==> config.mk <==
export PLATFORM = sky130hd
export DESIGN_NAME = word_fetch_seq
export DESIGN_NICKNAME = d
export VERILOG_FILES = /design/src/rtl/cpu_word_pkg.sv /design/src/rtl/word_fetch_seq_join.sv /design/src/rtl/word_fetch_seq.sv
export SDC_FILE = /design/constraint.sdc
export NUM_CORES = 1
export LEC_CHECK = 0
export CAP_MARGIN = 10
export CORE_AREA = 2 2 82 64
export CTS_CLUSTER_DIAMETER = 40
export CTS_CLUSTER_SIZE = 8
export DETAILED_ROUTE_END_ITERATION = 10
export DIE_AREA = 0 0 84 66
export HOLD_SLACK_MARGIN = 0.02
export PLACE_DENSITY = 0.78
export SYNTH_ARGS = -nofsm -noshare
export SYNTH_HDL_FRONTEND = slang
export SYNTH_SLANG_ARGS = --single-unit
==> constraint.sdc <==
create_clock -name clk -period 2.98 [get_ports clk]
set_clock_uncertainty 0.15 [all_clocks]
set_input_delay 0.596 -clock clk [delete_from_list [all_inputs] [get_ports clk]]
set_output_delay 0.596 -clock clk [all_outputs]
set_load 0.005 [all_outputs]
==> src/rtl/cpu_word_pkg.sv <==
// Shared types and widths for the 8-bit CPU word-fetch logic.
package cpu_word_pkg;

  localparam int BYTE_W = 8;
  localparam int WORD_W = 16;

  typedef enum logic [1:0] {
    IDLE   = 2'd0,
    FETCH0 = 2'd1,
    FETCH1 = 2'd2,
    DONE   = 2'd3
  } fetch_state_t;

endpackage

==> src/rtl/word_fetch_seq_join.sv <==
// Join_16B: concatenates a high and a low byte into one 16-bit word.
module Join_16B
  import cpu_word_pkg::*;
(
  input  logic [BYTE_W-1:0] low,
  input  logic [BYTE_W-1:0] high,
  output logic [WORD_W-1:0] word
);

  assign word = {high, low};

endmodule

==> src/rtl/word_fetch_seq.sv <==
// word_fetch_seq: fetches two consecutive bytes over a req/ack memory port
// and presents them as one 16-bit word under a valid/ready handshake.
// Optional macro WORD_FETCH_HIGH_FIRST_EN selects big-endian byte order
// (byte at base goes to the high half); undefined gives little-endian.
module word_fetch_seq
  import cpu_word_pkg::*;
#(
  parameter int ADDR_W  = 8,
  parameter int TIMEOUT = 15
) (
  input  logic              clk,
  input  logic              reset,
  input  logic              start,
  input  logic [ADDR_W-1:0] base_addr,
  output logic              busy,
  output logic              mem_req,
  output logic [ADDR_W-1:0] mem_addr,
  input  logic              mem_ack,
  input  logic [BYTE_W-1:0] mem_rdata,
  output logic              word_valid,
  input  logic              word_ready,
  output logic [WORD_W-1:0] word,
  output logic              err
);

  // The counter only has to reach TIMEOUT-1 (the last cycle of a phase).
  localparam int CNT_W  = (TIMEOUT < 2) ? 1 : $clog2(TIMEOUT);
  localparam int LAST_I = (TIMEOUT > 0) ? TIMEOUT - 1 : 0;
  localparam logic [CNT_W-1:0] CNT_LAST = CNT_W'(LAST_I);
  localparam bit TO_EN = (TIMEOUT != 0);

  fetch_state_t      state_q, state_d;
  logic [CNT_W-1:0]  cnt_q, cnt_d;
  logic [ADDR_W-1:0] base_q, base_d;
  logic [ADDR_W-1:0] mem_addr_d;
  logic              busy_d, mem_req_d, word_valid_d, err_d;
  logic              fire, to_hit, latch0, latch1;
  logic [BYTE_W-1:0] byte0_q, low_q, high_q;

  assign fire   = mem_req && mem_ack;
  assign to_hit = TO_EN && (cnt_q == CNT_LAST);

  // Next-state, timeout counting and next values of the registered outputs.
  always_comb begin
    state_d  = state_q;
    cnt_d    = cnt_q;
    err_d    = 1'b0;
    latch0   = 1'b0;
    latch1   = 1'b0;
    base_d   = base_q;
    case (state_q)
      IDLE: begin
        if (start) begin
          state_d = FETCH0;
          cnt_d   = '0;
          base_d  = base_addr;
        end
      end
      FETCH0: begin
        if (fire) begin
          state_d = FETCH1;
          cnt_d   = '0;
          latch0  = 1'b1;
        end else if (to_hit) begin
          state_d = IDLE;
          err_d   = 1'b1;
        end else begin
          cnt_d = cnt_q + CNT_W'(1);
        end
      end
      FETCH1: begin
        if (fire) begin
          state_d = DONE;
          latch1  = 1'b1;
        end else if (to_hit) begin
          state_d = IDLE;
          err_d   = 1'b1;
        end else begin
          cnt_d = cnt_q + CNT_W'(1);
        end
      end
      DONE: begin
        if (word_ready) state_d = IDLE;
      end
      default: state_d = IDLE;
    endcase

    busy_d       = (state_d != IDLE);
    mem_req_d    = (state_d == FETCH0) || (state_d == FETCH1);
    word_valid_d = (state_d == DONE);
    mem_addr_d   = mem_addr;
    if (state_d == FETCH0) mem_addr_d = base_d;
    else if (state_d == FETCH1) mem_addr_d = base_d + ADDR_W'(1);
  end

  // State, counter, captured base and all control outputs as flops.
  always_ff @(posedge clk or posedge reset) begin
    if (reset) begin
      state_q    <= IDLE;
      cnt_q      <= '0;
      base_q     <= '0;
      busy       <= 1'b0;
      mem_req    <= 1'b0;
      mem_addr   <= '0;
      word_valid <= 1'b0;
      err        <= 1'b0;
    end else begin
      state_q    <= state_d;
      cnt_q      <= cnt_d;
      base_q     <= base_d;
      busy       <= busy_d;
      mem_req    <= mem_req_d;
      mem_addr   <= mem_addr_d;
      word_valid <= word_valid_d;
      err        <= err_d;
    end
  end

  // First byte is staged so the visible word only changes when a fetch completes.
  always_ff @(posedge clk or posedge reset) begin
    if (reset) begin
      byte0_q <= '0;
      low_q   <= '0;
      high_q  <= '0;
    end else begin
      if (latch0) byte0_q <= mem_rdata;
      if (latch1) begin
`ifdef WORD_FETCH_HIGH_FIRST_EN
        high_q <= byte0_q;
        low_q  <= mem_rdata;
`else
        low_q  <= byte0_q;
        high_q <= mem_rdata;
`endif
      end
    end
  end

  Join_16B u_join (
    .low  (low_q),
    .high (high_q),
    .word (word)
  );

endmodule

==> metrics.yaml <==
placement:
  pre_cts_slack_ns: -0.1623
  port_buffers: 48
  hpwl_um: 3614
  place_inst: 308
  gp_congestion: 0.7928
logic_synthesis:
  ys_seq_area_frac: 0.5302
  synthesis.nets: 224
  synth-async-reset-ratio: 1.000
  synth_warnings: 0
  synth_largest_area_cell: "dfrtp_1"
  yosys.area_share.adder: 0.06363
  synth_top_family_by_area: "multiplexers"
  synth_top_area_share: 0.5302
  syn_area_um2: 2360
  synth_flop_cell: "dfrtp_1"
  synth_seq_cells: 50
  synth_edf_count: 0
  synth-simple-area-share: 0.1018
  synth_compound_area_frac: 0.09915
  synthMuxAreaShare: 0.1612
  synth_cell_types: 36
  yosys-top-cells-area: "dfrtp_1 (53%), mux2_2 (13%), ha_1 (6.4%), a21oi_1 (2.1%), mux2_4 (1.9%)"
  synthCells: 191
  synth_xor_xnor_area_share: 0.01485
  syn_area_per_cell_um2: 12.35
clock_network:
  cts_tree: "built"
  cts_max_path_buffers: 2
  clkTransAtPathRegs_ns: 0.09
  htreeDepth: 2
  insertion_delay_ns: 0.29
  root_buffer: "clkbuf_8"
  cts_sinks: 50
  cts_resized: 0
  cts_buffers: 5
min_path:
  hp-class: "register to register"
floorplanning:
  start_util: 0.4955
  die_x_um: 84
  coreArea_um2: 4762
  rows: 22
  die_h_um: 66
  ios: 49
  die-area_um2: 5544
sta:
  layout_setup_ws_ns: 0.1558
  hold_violations: 0
  layout_min_cycle_time_ns: 2.824
  rsz0062_at_grt: "no"
  slew_violations: 0
  tightest_slew_ns: 0.5154
  max_freq_ghz: 0.3541
  fin_setup_tns_ns: 0
  setup_violations: 0
  maxSlewHeadroom: 0.6559
  period_share: 0.9477
setup_path:
  path_cells: "clkdlybuf4s50_1, a21boi_0, o21ai_0, a21oi_1, or2_2, ha_1, buf_4, nand4b_1, o32ai_4, and3_1, o31ai_2"
  crit_path_start: "mem_ack"
  reg2reg_to: "mem_addr[7]"
  worst-r2r-cell-count: 12
  crit_slowest_cell: "clkdlybuf4s50_1"
  path_delay_family: "simple AND/OR/NAND/NOR gates"
  critPathKind: "input pin to register"
  crit_end: "mem_addr[7]"
  max_stage_delay_ns: 0.47
  regToRegStartpoint: "cnt_q[0]"
  crit_path_start_kind: "input pin"
  worstPathRequired_ns: 3.01
  crit_cells: 11
  path_buf_inv: 2
  crit_path_end_kind: "register"
  r2r_setup_slack_ns: 0.19
  cp_max_fo: 3
  crit_arrival_ns: 2.86
drt:
  viasPerCell: 5.234
  wire_per_inst_um: 15.04
  drt_iter0_drc: 89
  num_vias: 1654
  antenna_left: 0
  drt_wl_total_um: 4753
  drt_pass1_iterations: 4
  drcViolationCount: 0
cells_and_area:
  multi_input_area_um2: 1040
  final_common_cell: "dfrtp_1"
  fill_cells: 366
  drive_gt1_frac: 0.2344
  fin_nets: 288
  final_cells: 316
  area.growth.synth_to_final_pct: 32.93
  diodes: 0
  most-common-layout-cells: "dfrtp_1 (50), clkdlybuf4s50_1 (48), mux2_2 (28)"
  seq_area_um2: 1251
  final_core_util: 0.6587
power:
  p_comb_frac: 0.484
  p_int_w: 0.002254
  vdd_drop_max_mv: 0.6724
  switching_share: 0.3279
  switchingPower_w: 0.001100
  powerDensity_nw_per_um2: 1069
  p_leak_nw: 1.417
  p_seq_frac: 0.345
  p_clk_frac: 0.171
global_route:
  grt_pass1_vias: 1738
  grt_pass1_wl_um: 8079
  gr-total-overflow: 0
  grt_use_total: 0.1868
  grt_util_met3: 0.03870
  grt.busiest_layer: "met2"
  grtUsageMet2: 0.2970
  grt_max_degree: 28
  grtUsageMet1: 0.2626
  antenna_found_initial: 0
outcome:
  outcome: "complete, no violations"
run:
  cap_violations: 0
## registers in the layout, summed over array words and instances, names as in the netlist, 2 cells and up
name / count
base_q: 8
low_q: 8
state_q: 2
cnt_q: 4
high_q: 8
mem_addr: 8
byte0_q: 8
## worst min path at each step
stage	start	to	slack [ns]	cells after the start
floorplan	byte0_q[0]	low_q[0]	0.32	1
global placement	mem_addr[1]	mem_addr[1]	0.32	2
detailed placement	mem_addr[2]	mem_addr[2]	0.34	2
CTS	mem_addr[2]	mem_addr[2]	0.36	2
global route	mem_addr[7]	mem_addr[7]	0.39	2
finish	mem_addr[2]	mem_addr[2]	0.35	2
## Yosys cell counts (2+ instances only)
cell / count
nand4_1: 4
xnor2_1: 3
or2_2: 4
o21ai_0: 6
a21oi_1: 10
a31oi_1: 2
o21a_1: 2
ha_1: 12
nand2_1: 7
nor2b_1: 3
and3_1: 6
mux2i_1: 2
mux2_4: 3
dfrtp_1: 50
o22ai_1: 2
mux2_2: 28
a21boi_0: 3
buf_6: 2
nand3_1: 5
inv_1: 10
a31o_1: 2
nor2_1: 10
nand4b_1: 2
## through the flow
step                      total power (W)  hold slack, ns  cell area, um2
after global placement           0.002728          0.3240            2994
final                            0.003353          0.3497            3137
after floorplan                  0.002083          0.3237            2360
after CTS                        0.003380          0.3598            3137
after global routing             0.003609          0.3852            3137
after detailed placement         0.002793          0.3385            2994
## logic make-up after synthesis
kind of cell	Yosys count
simple gates	45
buf+inv	14
fa+ha+maj	12
mux	33
compound gates	33
flops	50
xor+xnor	4
## what timing repair did
item                                    4_1_cts  5_1_grt
setup buffers                                 0        0
hold buffers                                  0        0
endpoints found under the setup margin        0        1
## worst register-to-register path, stage by stage, from the launching register on
cell and delay [ns]:
dfrtp_1 0.38, inv_1 0.09, ha_1 0.21, and3_1 0.25
o2bb2ai_1 0.20, a21oi_1 0.10, o21a_1 0.20, ha_1 0.22
buf_4 0.16, nand4b_1 0.24, o32ai_4 0.20, and3_1 0.22
o31ai_2 0.06
## power by group through the flow
| stage | logic (W) | clock network, W | registers, W |
|---|---|---|---|
| final | 0.00162 | 0.000574 | 0.00116 |
| after floorplan | 0.000930 | 0 | 0.00115 |
| after global routing | 0.00179 | 0.000625 | 0.00119 |
| after global placement | 0.00157 | 0 | 0.00116 |
| after CTS | 0.00163 | 0.000588 | 0.00116 |
| after detailed placement | 0.00162 | 0 | 0.00117 |
## cell type report
| cell class | count | area share |
|---|---|---|
| timing repair buffer | 61 | 0.1883 |
| inverter | 10 | 0.01197 |
| clock buffer | 6 | 0.02633 |
| multi-input combinational | 127 | 0.3315 |
| clock inverter | 2 | 0.01915 |
| tap | 60 | 0.02393 |
| sequential | 50 | 0.3989 |
## layer usage
metal,routed length (um),vias up
li1,-,802
met3,166,2
met5,0,-
met1,2230,820
met2,2328,30
met4,28,0
Note: power is estimated with default switching activity, not from simulation.
